--- src/rtl/uart_msg_bridge_if.sv ---
// Message-side and serial-side signal bundle for uart_msg_bridge.
// The slave modport is the bridge itself; the master modport is whoever
// drives the host line and the 32-bit put/get message ports.
interface uart_msg_bridge_if;
  logic        uart_sin;
  logic        uart_sout;
  logic        uart_ctsN;
  logic        uart_rtsN;
  logic [31:0] ppcMessageInput_put_pin;
  logic        EN_ppcMessageInput_put_pin;
  logic        RDY_ppcMessageInput_put_pin;
  logic [31:0] ppcMessageOutput_get_pin;
  logic        EN_ppcMessageOutput_get_pin;
  logic        RDY_ppcMessageOutput_get_pin;
  logic        framing_err;
  logic        overflow_err;

  modport slave (
    input  uart_sin, uart_ctsN,
    input  ppcMessageInput_put_pin, EN_ppcMessageInput_put_pin,
    input  EN_ppcMessageOutput_get_pin,
    output uart_sout, uart_rtsN,
    output RDY_ppcMessageInput_put_pin,
    output ppcMessageOutput_get_pin, RDY_ppcMessageOutput_get_pin,
    output framing_err, overflow_err
  );

  modport master (
    output uart_sin, uart_ctsN,
    output ppcMessageInput_put_pin, EN_ppcMessageInput_put_pin,
    output EN_ppcMessageOutput_get_pin,
    input  uart_sout, uart_rtsN,
    input  RDY_ppcMessageInput_put_pin,
    input  ppcMessageOutput_get_pin, RDY_ppcMessageOutput_get_pin,
    input  framing_err, overflow_err
  );
endinterface

--- src/rtl/uart_msg_bridge.sv ---
// Purpose: bridges 32-bit put/get message ports to an 8N1 UART, little-endian bytes.
// Latency: RX word visible the cycle after its 4th stop-bit sample; TX start bit 1 cycle after a put.
// Backpressure: RDY_put drops when the TX FIFO is full; rtsN asserts near RX-full; ctsN gates TX per byte.

// Small synchronous FIFO: show-ahead head, simultaneous push/pop always legal.
module uart_msg_bridge_fifo #(
  parameter int WIDTH = 32,
  parameter int DEPTH = 4
) (
  input  logic                     clk_i,
  input  logic                     rst_i,
  input  logic                     push_i,
  input  logic [WIDTH-1:0]         push_dat_i,
  input  logic                     pop_i,
  output logic [WIDTH-1:0]         head_dat_o,
  output logic [$clog2(DEPTH):0]   count_o
);
  localparam int AW = $clog2(DEPTH);
  localparam logic [AW:0] FULL_CNT = (AW+1)'(DEPTH);

  logic [WIDTH-1:0] mem_q [DEPTH];
  logic [AW-1:0]    wr_ptr_q, rd_ptr_q;
  logic [AW:0]      count_q;
  logic             pop_ok, push_ok;

  // A pop frees the slot the same cycle, so a full FIFO still takes a push alongside a pop
  assign pop_ok     = pop_i && (count_q != '0);
  assign push_ok    = push_i && ((count_q != FULL_CNT) || pop_ok);
  assign head_dat_o = mem_q[rd_ptr_q];
  assign count_o    = count_q;

  // Pointer and occupancy bookkeeping
  always_ff @(posedge clk_i or posedge rst_i) begin
    if (rst_i) begin
      wr_ptr_q <= '0;
      rd_ptr_q <= '0;
      count_q  <= '0;
    end else begin
      if (push_ok) wr_ptr_q <= wr_ptr_q + AW'(1);
      if (pop_ok)  rd_ptr_q <= rd_ptr_q + AW'(1);
      count_q <= count_q + (AW+1)'(push_ok) - (AW+1)'(pop_ok);
    end
  end

  // Storage needs no reset: contents are only ever read behind a valid count
  always_ff @(posedge clk_i) begin
    if (push_ok) mem_q[wr_ptr_q] <= push_dat_i;
  end
endmodule

module uart_msg_bridge #(
  parameter int CLKS_PER_BIT = 868,
  parameter int FIFO_DEPTH   = 4
) (
  input  logic              sys_clk_pin,
  input  logic              sys_rst_pin,
  uart_msg_bridge_if.slave  bus
);
  localparam int          CW        = $clog2(FIFO_DEPTH) + 1;
  localparam logic [15:0] BIT_LAST  = 16'(CLKS_PER_BIT - 1);
  localparam logic [15:0] HALF_LAST = 16'(CLKS_PER_BIT / 2 - 1);
  localparam logic [CW-1:0] FULL_CNT  = CW'(FIFO_DEPTH);
  localparam logic [CW-1:0] RTS_LEVEL = CW'(FIFO_DEPTH - 1);

  typedef enum logic [1:0] {RX_IDLE, RX_START, RX_DATA, RX_STOP} rx_state_t;
  typedef enum logic [1:0] {TX_IDLE, TX_START, TX_DATA, TX_STOP} tx_state_t;

  // ---------------- input synchronizers ----------------
  logic sin_meta_q, sin_sync_q, sin_prev_q;
  logic cts_meta_q, cts_sync_q;

  // Two-flop synchronizers, plus one extra stage on sin for falling-edge detect
  always_ff @(posedge sys_clk_pin or posedge sys_rst_pin) begin
    if (sys_rst_pin) begin
      sin_meta_q <= 1'b1;
      sin_sync_q <= 1'b1;
      sin_prev_q <= 1'b1;
      cts_meta_q <= 1'b1;
      cts_sync_q <= 1'b1;
    end else begin
      sin_meta_q <= bus.uart_sin;
      sin_sync_q <= sin_meta_q;
      sin_prev_q <= sin_sync_q;
      cts_meta_q <= bus.uart_ctsN;
      cts_sync_q <= cts_meta_q;
    end
  end

  // ---------------- RX path ----------------
  rx_state_t     rx_state_q;
  logic [15:0]   rx_cnt_q;
  logic [2:0]    rx_bit_q;
  logic [7:0]    rx_shift_q;
  logic [1:0]    rx_idx_q;
  logic [23:0]   rx_pack_q;
  logic          framing_err_q, overflow_err_q;
  logic          rx_stop_sample, rx_push, rx_pop, rx_full, rx_empty, rx_drop;
  logic [31:0]   rx_word, rx_head;
  logic [CW-1:0] rx_count;

  assign rx_stop_sample = (rx_state_q == RX_STOP) && (rx_cnt_q == BIT_LAST);
  // The 4th byte goes straight from the shifter into the FIFO alongside the packed three
  assign rx_push  = rx_stop_sample && sin_sync_q && (rx_idx_q == 2'd3);
  assign rx_word  = {rx_shift_q, rx_pack_q};
  assign rx_empty = (rx_count == '0);
  assign rx_full  = (rx_count == FULL_CNT);
  assign rx_pop   = bus.EN_ppcMessageOutput_get_pin && !rx_empty;
  assign rx_drop  = rx_push && rx_full && !rx_pop;

  // RX bit-level FSM, byte packer and sticky error flags
  always_ff @(posedge sys_clk_pin or posedge sys_rst_pin) begin
    if (sys_rst_pin) begin
      rx_state_q     <= RX_IDLE;
      rx_cnt_q       <= '0;
      rx_bit_q       <= '0;
      rx_shift_q     <= '0;
      rx_idx_q       <= '0;
      rx_pack_q      <= '0;
      framing_err_q  <= 1'b0;
      overflow_err_q <= 1'b0;
    end else begin
      case (rx_state_q)
        RX_IDLE: begin
          rx_cnt_q <= '0;
          if (sin_prev_q && !sin_sync_q) rx_state_q <= RX_START;
        end
        RX_START: begin
          if (rx_cnt_q == HALF_LAST) begin
            rx_cnt_q   <= '0;
            rx_bit_q   <= '0;
            // A line already back high at mid-start was a glitch, not a frame
            rx_state_q <= sin_sync_q ? RX_IDLE : RX_DATA;
          end else begin
            rx_cnt_q <= rx_cnt_q + 16'd1;
          end
        end
        RX_DATA: begin
          if (rx_cnt_q == BIT_LAST) begin
            rx_cnt_q   <= '0;
            rx_shift_q <= {sin_sync_q, rx_shift_q[7:1]};
            rx_bit_q   <= rx_bit_q + 3'd1;
            if (rx_bit_q == 3'd7) rx_state_q <= RX_STOP;
          end else begin
            rx_cnt_q <= rx_cnt_q + 16'd1;
          end
        end
        RX_STOP: begin
          if (rx_cnt_q == BIT_LAST) begin
            rx_cnt_q   <= '0;
            rx_state_q <= RX_IDLE;
            if (sin_sync_q) begin
              case (rx_idx_q)
                2'd0:    rx_pack_q[7:0]   <= rx_shift_q;
                2'd1:    rx_pack_q[15:8]  <= rx_shift_q;
                2'd2:    rx_pack_q[23:16] <= rx_shift_q;
                default: ;
              endcase
              rx_idx_q <= rx_idx_q + 2'd1;
            end else begin
              // Bad stop bit: drop the byte and leave the packer where it was
              framing_err_q <= 1'b1;
            end
            if (rx_drop) overflow_err_q <= 1'b1;
          end else begin
            rx_cnt_q <= rx_cnt_q + 16'd1;
          end
        end
        default: rx_state_q <= RX_IDLE;
      endcase
    end
  end

  uart_msg_bridge_fifo #(.WIDTH(32), .DEPTH(FIFO_DEPTH)) u_rx_fifo (
    .clk_i      (sys_clk_pin),
    .rst_i      (sys_rst_pin),
    .push_i     (rx_push),
    .push_dat_i (rx_word),
    .pop_i      (rx_pop),
    .head_dat_o (rx_head),
    .count_o    (rx_count)
  );

  assign bus.RDY_ppcMessageOutput_get_pin = !rx_empty;
  assign bus.ppcMessageOutput_get_pin     = rx_empty ? 32'd0 : rx_head;
  // Ask the host to pause one word early so a word already in flight still fits
  assign bus.uart_rtsN                    = (rx_count >= RTS_LEVEL);
  assign bus.framing_err                  = framing_err_q;
  assign bus.overflow_err                 = overflow_err_q;

  // ---------------- TX path ----------------
  tx_state_t     tx_state_q;
  logic [15:0]   tx_cnt_q;
  logic [2:0]    tx_bit_q;
  logic [7:0]    tx_shift_q;
  logic [1:0]    tx_idx_q;
  logic [31:0]   tx_hold_q;
  logic          sout_q;
  logic          tx_bit_end, tx_have, tx_launch, tx_pop, tx_push, tx_full, tx_empty;
  logic [7:0]    tx_next_byte;
  logic [31:0]   tx_head;
  logic [CW-1:0] tx_count;

  assign tx_empty   = (tx_count == '0);
  assign tx_full    = (tx_count == FULL_CNT);
  assign tx_push    = bus.EN_ppcMessageInput_put_pin && !tx_full;
  assign tx_bit_end = (tx_cnt_q == BIT_LAST);
  // A nonzero byte index means a word is part-way out and bytes 1..3 are pending
  assign tx_have    = (tx_idx_q != 2'd0) || !tx_empty;
  // Launch from idle, or straight out of a finished stop bit so bytes run back to back
  assign tx_launch  = tx_have && !cts_sync_q &&
                      ((tx_state_q == TX_IDLE) || ((tx_state_q == TX_STOP) && tx_bit_end));
  assign tx_pop     = tx_launch && (tx_idx_q == 2'd0);

  // Byte 0 comes from the FIFO head as it is popped; the rest from the holding register
  always_comb begin
    tx_next_byte = tx_head[7:0];
    case (tx_idx_q)
      2'd1:    tx_next_byte = tx_hold_q[15:8];
      2'd2:    tx_next_byte = tx_hold_q[23:16];
      2'd3:    tx_next_byte = tx_hold_q[31:24];
      default: tx_next_byte = tx_head[7:0];
    endcase
  end

  // TX bit-level FSM with a registered serial output
  always_ff @(posedge sys_clk_pin or posedge sys_rst_pin) begin
    if (sys_rst_pin) begin
      tx_state_q <= TX_IDLE;
      tx_cnt_q   <= '0;
      tx_bit_q   <= '0;
      tx_shift_q <= '0;
      tx_idx_q   <= '0;
      tx_hold_q  <= '0;
      sout_q     <= 1'b1;
    end else if (tx_launch) begin
      tx_state_q <= TX_START;
      tx_cnt_q   <= '0;
      sout_q     <= 1'b0;
      tx_shift_q <= tx_next_byte;
      tx_idx_q   <= tx_idx_q + 2'd1;
      if (tx_idx_q == 2'd0) tx_hold_q <= tx_head;
    end else begin
      case (tx_state_q)
        TX_IDLE: begin
          tx_cnt_q <= '0;
          sout_q   <= 1'b1;
        end
        TX_START: begin
          if (tx_bit_end) begin
            tx_cnt_q   <= '0;
            tx_bit_q   <= '0;
            sout_q     <= tx_shift_q[0];
            tx_shift_q <= {1'b0, tx_shift_q[7:1]};
            tx_state_q <= TX_DATA;
          end else begin
            tx_cnt_q <= tx_cnt_q + 16'd1;
          end
        end
        TX_DATA: begin
          if (tx_bit_end) begin
            tx_cnt_q <= '0;
            if (tx_bit_q == 3'd7) begin
              sout_q     <= 1'b1;
              tx_state_q <= TX_STOP;
            end else begin
              sout_q     <= tx_shift_q[0];
              tx_shift_q <= {1'b0, tx_shift_q[7:1]};
              tx_bit_q   <= tx_bit_q + 3'd1;
            end
          end else begin
            tx_cnt_q <= tx_cnt_q + 16'd1;
          end
        end
        TX_STOP: begin
          if (tx_bit_end) begin
            tx_cnt_q   <= '0;
            tx_state_q <= TX_IDLE;
          end else begin
            tx_cnt_q <= tx_cnt_q + 16'd1;
          end
        end
        default: tx_state_q <= TX_IDLE;
      endcase
    end
  end

  uart_msg_bridge_fifo #(.WIDTH(32), .DEPTH(FIFO_DEPTH)) u_tx_fifo (
    .clk_i      (sys_clk_pin),
    .rst_i      (sys_rst_pin),
    .push_i     (tx_push),
    .push_dat_i (bus.ppcMessageInput_put_pin),
    .pop_i      (tx_pop),
    .head_dat_o (tx_head),
    .count_o    (tx_count)
  );

  assign bus.RDY_ppcMessageInput_put_pin = !tx_full;
  assign bus.uart_sout                   = sout_q;
endmodule

--- src/flat_wrapper.sv ---
// flat-port wrapper written by rule: the top's interface ports become plain ports
module uart_msg_bridge_flat 
#(
  parameter int CLKS_PER_BIT = 868,
  parameter int FIFO_DEPTH   = 4
)
  (sys_clk_pin, sys_rst_pin, bus_uart_sin, bus_uart_ctsN, bus_ppcMessageInput_put_pin, bus_EN_ppcMessageInput_put_pin, bus_EN_ppcMessageOutput_get_pin, bus_uart_sout, bus_uart_rtsN, bus_RDY_ppcMessageInput_put_pin, bus_ppcMessageOutput_get_pin, bus_RDY_ppcMessageOutput_get_pin, bus_framing_err, bus_overflow_err);
  uart_msg_bridge_if bus_i ();
  input  logic sys_clk_pin;
  input  logic sys_rst_pin;
  input wire logic [$bits(bus_i.uart_sin)-1:0] bus_uart_sin;
  input wire logic [$bits(bus_i.uart_ctsN)-1:0] bus_uart_ctsN;
  input wire logic [$bits(bus_i.ppcMessageInput_put_pin)-1:0] bus_ppcMessageInput_put_pin;
  input wire logic [$bits(bus_i.EN_ppcMessageInput_put_pin)-1:0] bus_EN_ppcMessageInput_put_pin;
  input wire logic [$bits(bus_i.EN_ppcMessageOutput_get_pin)-1:0] bus_EN_ppcMessageOutput_get_pin;
  output wire logic [$bits(bus_i.uart_sout)-1:0] bus_uart_sout;
  output wire logic [$bits(bus_i.uart_rtsN)-1:0] bus_uart_rtsN;
  output wire logic [$bits(bus_i.RDY_ppcMessageInput_put_pin)-1:0] bus_RDY_ppcMessageInput_put_pin;
  output wire logic [$bits(bus_i.ppcMessageOutput_get_pin)-1:0] bus_ppcMessageOutput_get_pin;
  output wire logic [$bits(bus_i.RDY_ppcMessageOutput_get_pin)-1:0] bus_RDY_ppcMessageOutput_get_pin;
  output wire logic [$bits(bus_i.framing_err)-1:0] bus_framing_err;
  output wire logic [$bits(bus_i.overflow_err)-1:0] bus_overflow_err;
  assign bus_i.uart_sin = bus_uart_sin;
  assign bus_i.uart_ctsN = bus_uart_ctsN;
  assign bus_i.ppcMessageInput_put_pin = bus_ppcMessageInput_put_pin;
  assign bus_i.EN_ppcMessageInput_put_pin = bus_EN_ppcMessageInput_put_pin;
  assign bus_i.EN_ppcMessageOutput_get_pin = bus_EN_ppcMessageOutput_get_pin;
  assign bus_uart_sout = bus_i.uart_sout;
  assign bus_uart_rtsN = bus_i.uart_rtsN;
  assign bus_RDY_ppcMessageInput_put_pin = bus_i.RDY_ppcMessageInput_put_pin;
  assign bus_ppcMessageOutput_get_pin = bus_i.ppcMessageOutput_get_pin;
  assign bus_RDY_ppcMessageOutput_get_pin = bus_i.RDY_ppcMessageOutput_get_pin;
  assign bus_framing_err = bus_i.framing_err;
  assign bus_overflow_err = bus_i.overflow_err;
  uart_msg_bridge #(.CLKS_PER_BIT(CLKS_PER_BIT), .FIFO_DEPTH(FIFO_DEPTH)) u_core (.sys_clk_pin(sys_clk_pin), .sys_rst_pin(sys_rst_pin), .bus(bus_i));
endmodule
--- config.mk ---
export PLATFORM = sky130hd
export DESIGN_NAME = uart_msg_bridge_flat
export DESIGN_NICKNAME = d
export VERILOG_FILES = /design/src/rtl/uart_msg_bridge_if.sv /design/src/rtl/uart_msg_bridge.sv /design/src/flat_wrapper.sv
export SDC_FILE = /design/constraint.sdc
export NUM_CORES = 1
export LEC_CHECK = 0
export ABC_AREA = 0
export BUFFER_PORTS_ARGS = -buffer_cell sky130_fd_sc_hd__buf_4
export CORE_ASPECT_RATIO = 0.9
export CORE_MARGIN = 5
export CORE_UTILIZATION = 50
export DETAILED_ROUTE_END_ITERATION = 6
export GPL_ROUTABILITY_DRIVEN = 0
export PLACE_DENSITY = 0.7
export SYNTH_ARGS = -nofsm -noshare
export SYNTH_HDL_FRONTEND = slang
export SYNTH_HIERARCHICAL = 1
export SYNTH_SLANG_ARGS = --single-unit
--- constraint.sdc ---
create_clock -name sys_clk_pin -period 3.4 [get_ports sys_clk_pin]
set_input_delay 0.51 -clock sys_clk_pin [delete_from_list [all_inputs] [get_ports sys_clk_pin]]
set_output_delay 0.51 -clock sys_clk_pin [all_outputs]
set_load 0.01 [all_outputs]
==> impl_metrics.yaml <==
worst_setup_path:
  cp.required_ps: 3840
  reg2reg_slack_ps: 220
  timing.rr.end: "u_core/u_tx_fifo/count_o[2]"
  cp-startpoint: "u_core/tx_idx_q[0]"
  r2r_cells: 15
  cp_cell_sequence: "inv_1, ha_1, nor4b_1, nor3b_1, a31oi_4, nand2b_4, inv_1, o41a_1, inv_1, ha_1, inv_1, ha_1, fa_1, xnor2_1, xnor2_1"
  crit_family: "adder cells"
  crit_path_start_kind: "register"
  cp_max_fo: 4
  cp-end-kind: "register"
  critPathBufInv: 4
  critPathMostFrequentCell: "inv_1"
  worstPathArrival_ps: 3620
  crit_end: "u_core/u_tx_fifo/count_o[2]"
  crit_cells: 15
  worstReg2RegStart: "u_core/tx_idx_q[0]"
  worst_path_max_delay_cell: "dfrtp_1"
  crit_type: "reg2reg"
  crit_path_max_incr_delay_ps: 420
cells_and_area:
  utilization_pct: 58.3
  syn_to_final_growth_pct: 14.6
  final_common_cell: "edfxtp_1"
  fillerInstances: 2313
  multi_input_area_um2: 4480
  seq_area_um2: 11000
  diodes: 0
  drive_above_1_share_pct: 28.9
  nNetsFinal: 1082
  layout_common_cells: "256 x edfxtp_1, 124 x dfrtp_1, 99 x buf_4"
grt:
  grt_pass1_vias: 8350
  grt_max_degree: 65
  overflow: 0
  grt_util_met1_pct: 24.1
  grtUsageTotal_pct: 16.4
  antenna_found_initial: 2
  use_met2_pct: 26.0
  grt_pass1_wl_um: 45800
  use_met3_pct: 2.89
  top_usage_layer: "met2"
clock_network:
  cts-buffers-inserted: 39
  ctsHtreeMaxLevel: 2
  clk_path_buf_depth: 3
  cts_tree: "built"
  clkSlewWorstSetupHoldPaths_ps: 60
  clock-sinks: 388
  cts.root.buffer_cell: "clkbuf_16"
  clk_latency_ps: 520
routing:
  vias: 7962
  drt_drc_violations_left: 0
  wl_per_cell_um: 19.2
  antenna_left: 0
  drt_iter0_drc: 530
  totalWireLength_um: 27900
  viasPerCell: 5.49
  first_pass_iters: 5
die:
  initial_core_util_pct: 50.9
  io_pins: 76
  die_x_um: 197
  coreArea_um2: 31100
  die_y_um: 179
  fp-row-count: 61
  dieArea_um2: 35300
yosys:
  synth_nets: 975
  synthArstFlopShare_pct: 34.0
  syn_inst: 903
  synth-edff-count: 256
  synth_top_area_share_pct: 48.7
  synth_area_leaders: "edfxtp_1 49%, dfrtp_1 20%, mux4_2 9.1%, mux2_2 2.9%, ha_1 2.5%"
  synth_cell_types: 53
  ys.warnings.count: 6
  ys.flop_type: "edfxtp_1"
  synth-seq-cells: 388
  avgSynthCellArea_um2: 17.5
  yosysSeqAreaShare_pct: 69.6
  synth_top_area_cell: "edfxtp_1"
  syn-cell-area_um2: 15800
timing:
  max_freq_mhz: 314
  hold_viol_final: 0
  drv_slew: 0
  rsz0062_at_grt: "no"
  report.final.setup_viol: 0
  finalSetupTns_ps: 0
  finalCriticalPeriod_ps: 3180
  clock_skew_ps: 23.6
  slew_headroom_pct: 49.4
  tightest_slew_ps: 757
  fin_crit_sh_pct: 93.7
power:
  power_density_nw_per_um2: 565
  leakage_nw: 7.26
  irDropWorstVdd_mv: 0.459
  p_total_mw: 10.2
status:
  status: "finished, final reports clean"
job:
  max_cap_violations: 0
worst_hold_path:
  hold_class: "in2reg"
placement:
  dp_hpwl_um: 17300
  port_buffers: 75
## cells by family after synthesis
group	after synthesis	synth area share, %
simple gates	190	6.47
compound gates	46	2.21
fa+ha+maj	34	2.79
xor+xnor	40	2.22
flops	388	69.6
mux	135	14.6
buf+inv	70	2.08
## per-stage QoR
step	area (um2)	hold WS (ps)	cells	worst slack, ps
after floorplan	15800	313	903	52.0
after global placement	16900	347	1377	359
after detailed placement	16900	347	1377	276
after CTS	18100	91.9	1450	197
after global routing	18100	85.7	1450	18.5
final	18100	111	1450	215
## routing by layer
layer / part of all wire (%) / vias up
li1: - / 3631
met1: 45 / 4098
met2: 48 / 188
met3: 5.6 / 43
met4: 1.5 / 2
met5: 0.072 / -
## power by group
part           leakage (nW)  internal, mW  switching, mW
sequential             4.35          5.44          0.142
combinational          2.32         0.280          0.422
clock                 0.587          2.27           1.69
total                  7.26          7.99           2.25
## worst min path at each step
stage | startpoint | to | slack [ps] | cells after the start
6_report | bus_uart_ctsN | u_core/cts_meta_q | 110 | 1
4_1_cts | bus_uart_ctsN | u_core/cts_meta_q | 90 | 1
2_1_floorplan | sys_rst_pin | u_core/u_rx_fifo/count_o[0] | 310 | 1
3_5_place_dp | u_core/sin_meta_q | u_core/sin_sync_q | 350 | 0
3_3_place_gp | u_core/cts_meta_q | u_core/cts_sync_q | 350 | 0
5_1_grt | bus_uart_ctsN | u_core/cts_meta_q | 90 | 1
## timing repair
| action | in CTS | in global routing |
|---|---|---|
| endpoints found under the setup margin | 0 | 1 |
| endpoints found under the hold margin | 7 | 0 |
| hold buffers | 1 | 0 |
| gates resized for setup | 0 | 1 |
| setup buffers | 0 | 0 |
## layout make-up
cell class	instances	area share, %
sequential	388	60.7
tap	409	2.83
timing repair buffer	102	4.38
clock inverter	20	0.746
clock buffer	52	5.83
multi-input combinational	445	24.7
inverter	34	0.725
## Yosys cell counts (all sizes together), types with 3 or more instances
| cell type | number |
|---|---|
| o21ai | 3 |
| nor4 | 5 |
| xnor2 | 22 |
| a21oi | 18 |
| nor3 | 7 |
| and4 | 4 |
| a222oi | 8 |
| dfrtp | 126 |
| mux2i | 10 |
| nor2b | 36 |
| xor2 | 18 |
| ha | 32 |
| and2 | 10 |
| clkbuf | 13 |
| buf | 23 |
| nand2b | 8 |
| inv | 34 |
| edfxtp | 256 |
| nor3b | 5 |
| and3 | 3 |
| nand3 | 18 |
| dfstp | 6 |
| nor2 | 52 |
| mux4 | 64 |
| nand4 | 8 |
| nor4b | 3 |
| mux2 | 61 |
| nand2 | 25 |
## registers in the layout (all words and copies together), names as in the netlist, 2 cells and up, named ones only
| signal | cells |
|---|---|
| u_core/rx_cnt_q | 16 |
| u_core/tx_hold_q | 24 |
| u_core/u_tx_fifo/rd_ptr_q | 2 |
| u_core/u_tx_fifo/count_o | 3 |
| u_core/tx_cnt_q | 16 |
| u_core/u_rx_fifo/mem_q | 128 |
| u_core/u_rx_fifo/count_o | 3 |
| u_core/tx_bit_q | 3 |
| u_core/rx_bit_q | 3 |
| u_core/rx_pack_q | 24 |
| u_core/tx_state_q | 2 |
| u_core/u_tx_fifo/wr_ptr_q | 2 |
| u_core/u_rx_fifo/wr_ptr_q | 2 |
| u_core/rx_idx_q | 2 |
| u_core/u_tx_fifo/mem_q | 128 |
| u_core/tx_idx_q | 2 |
| u_core/u_rx_fifo/rd_ptr_q | 2 |
| u_core/rx_shift_q | 8 |
| u_core/tx_shift_q | 8 |
No activity file was read; power rests on OpenSTA's default activity.
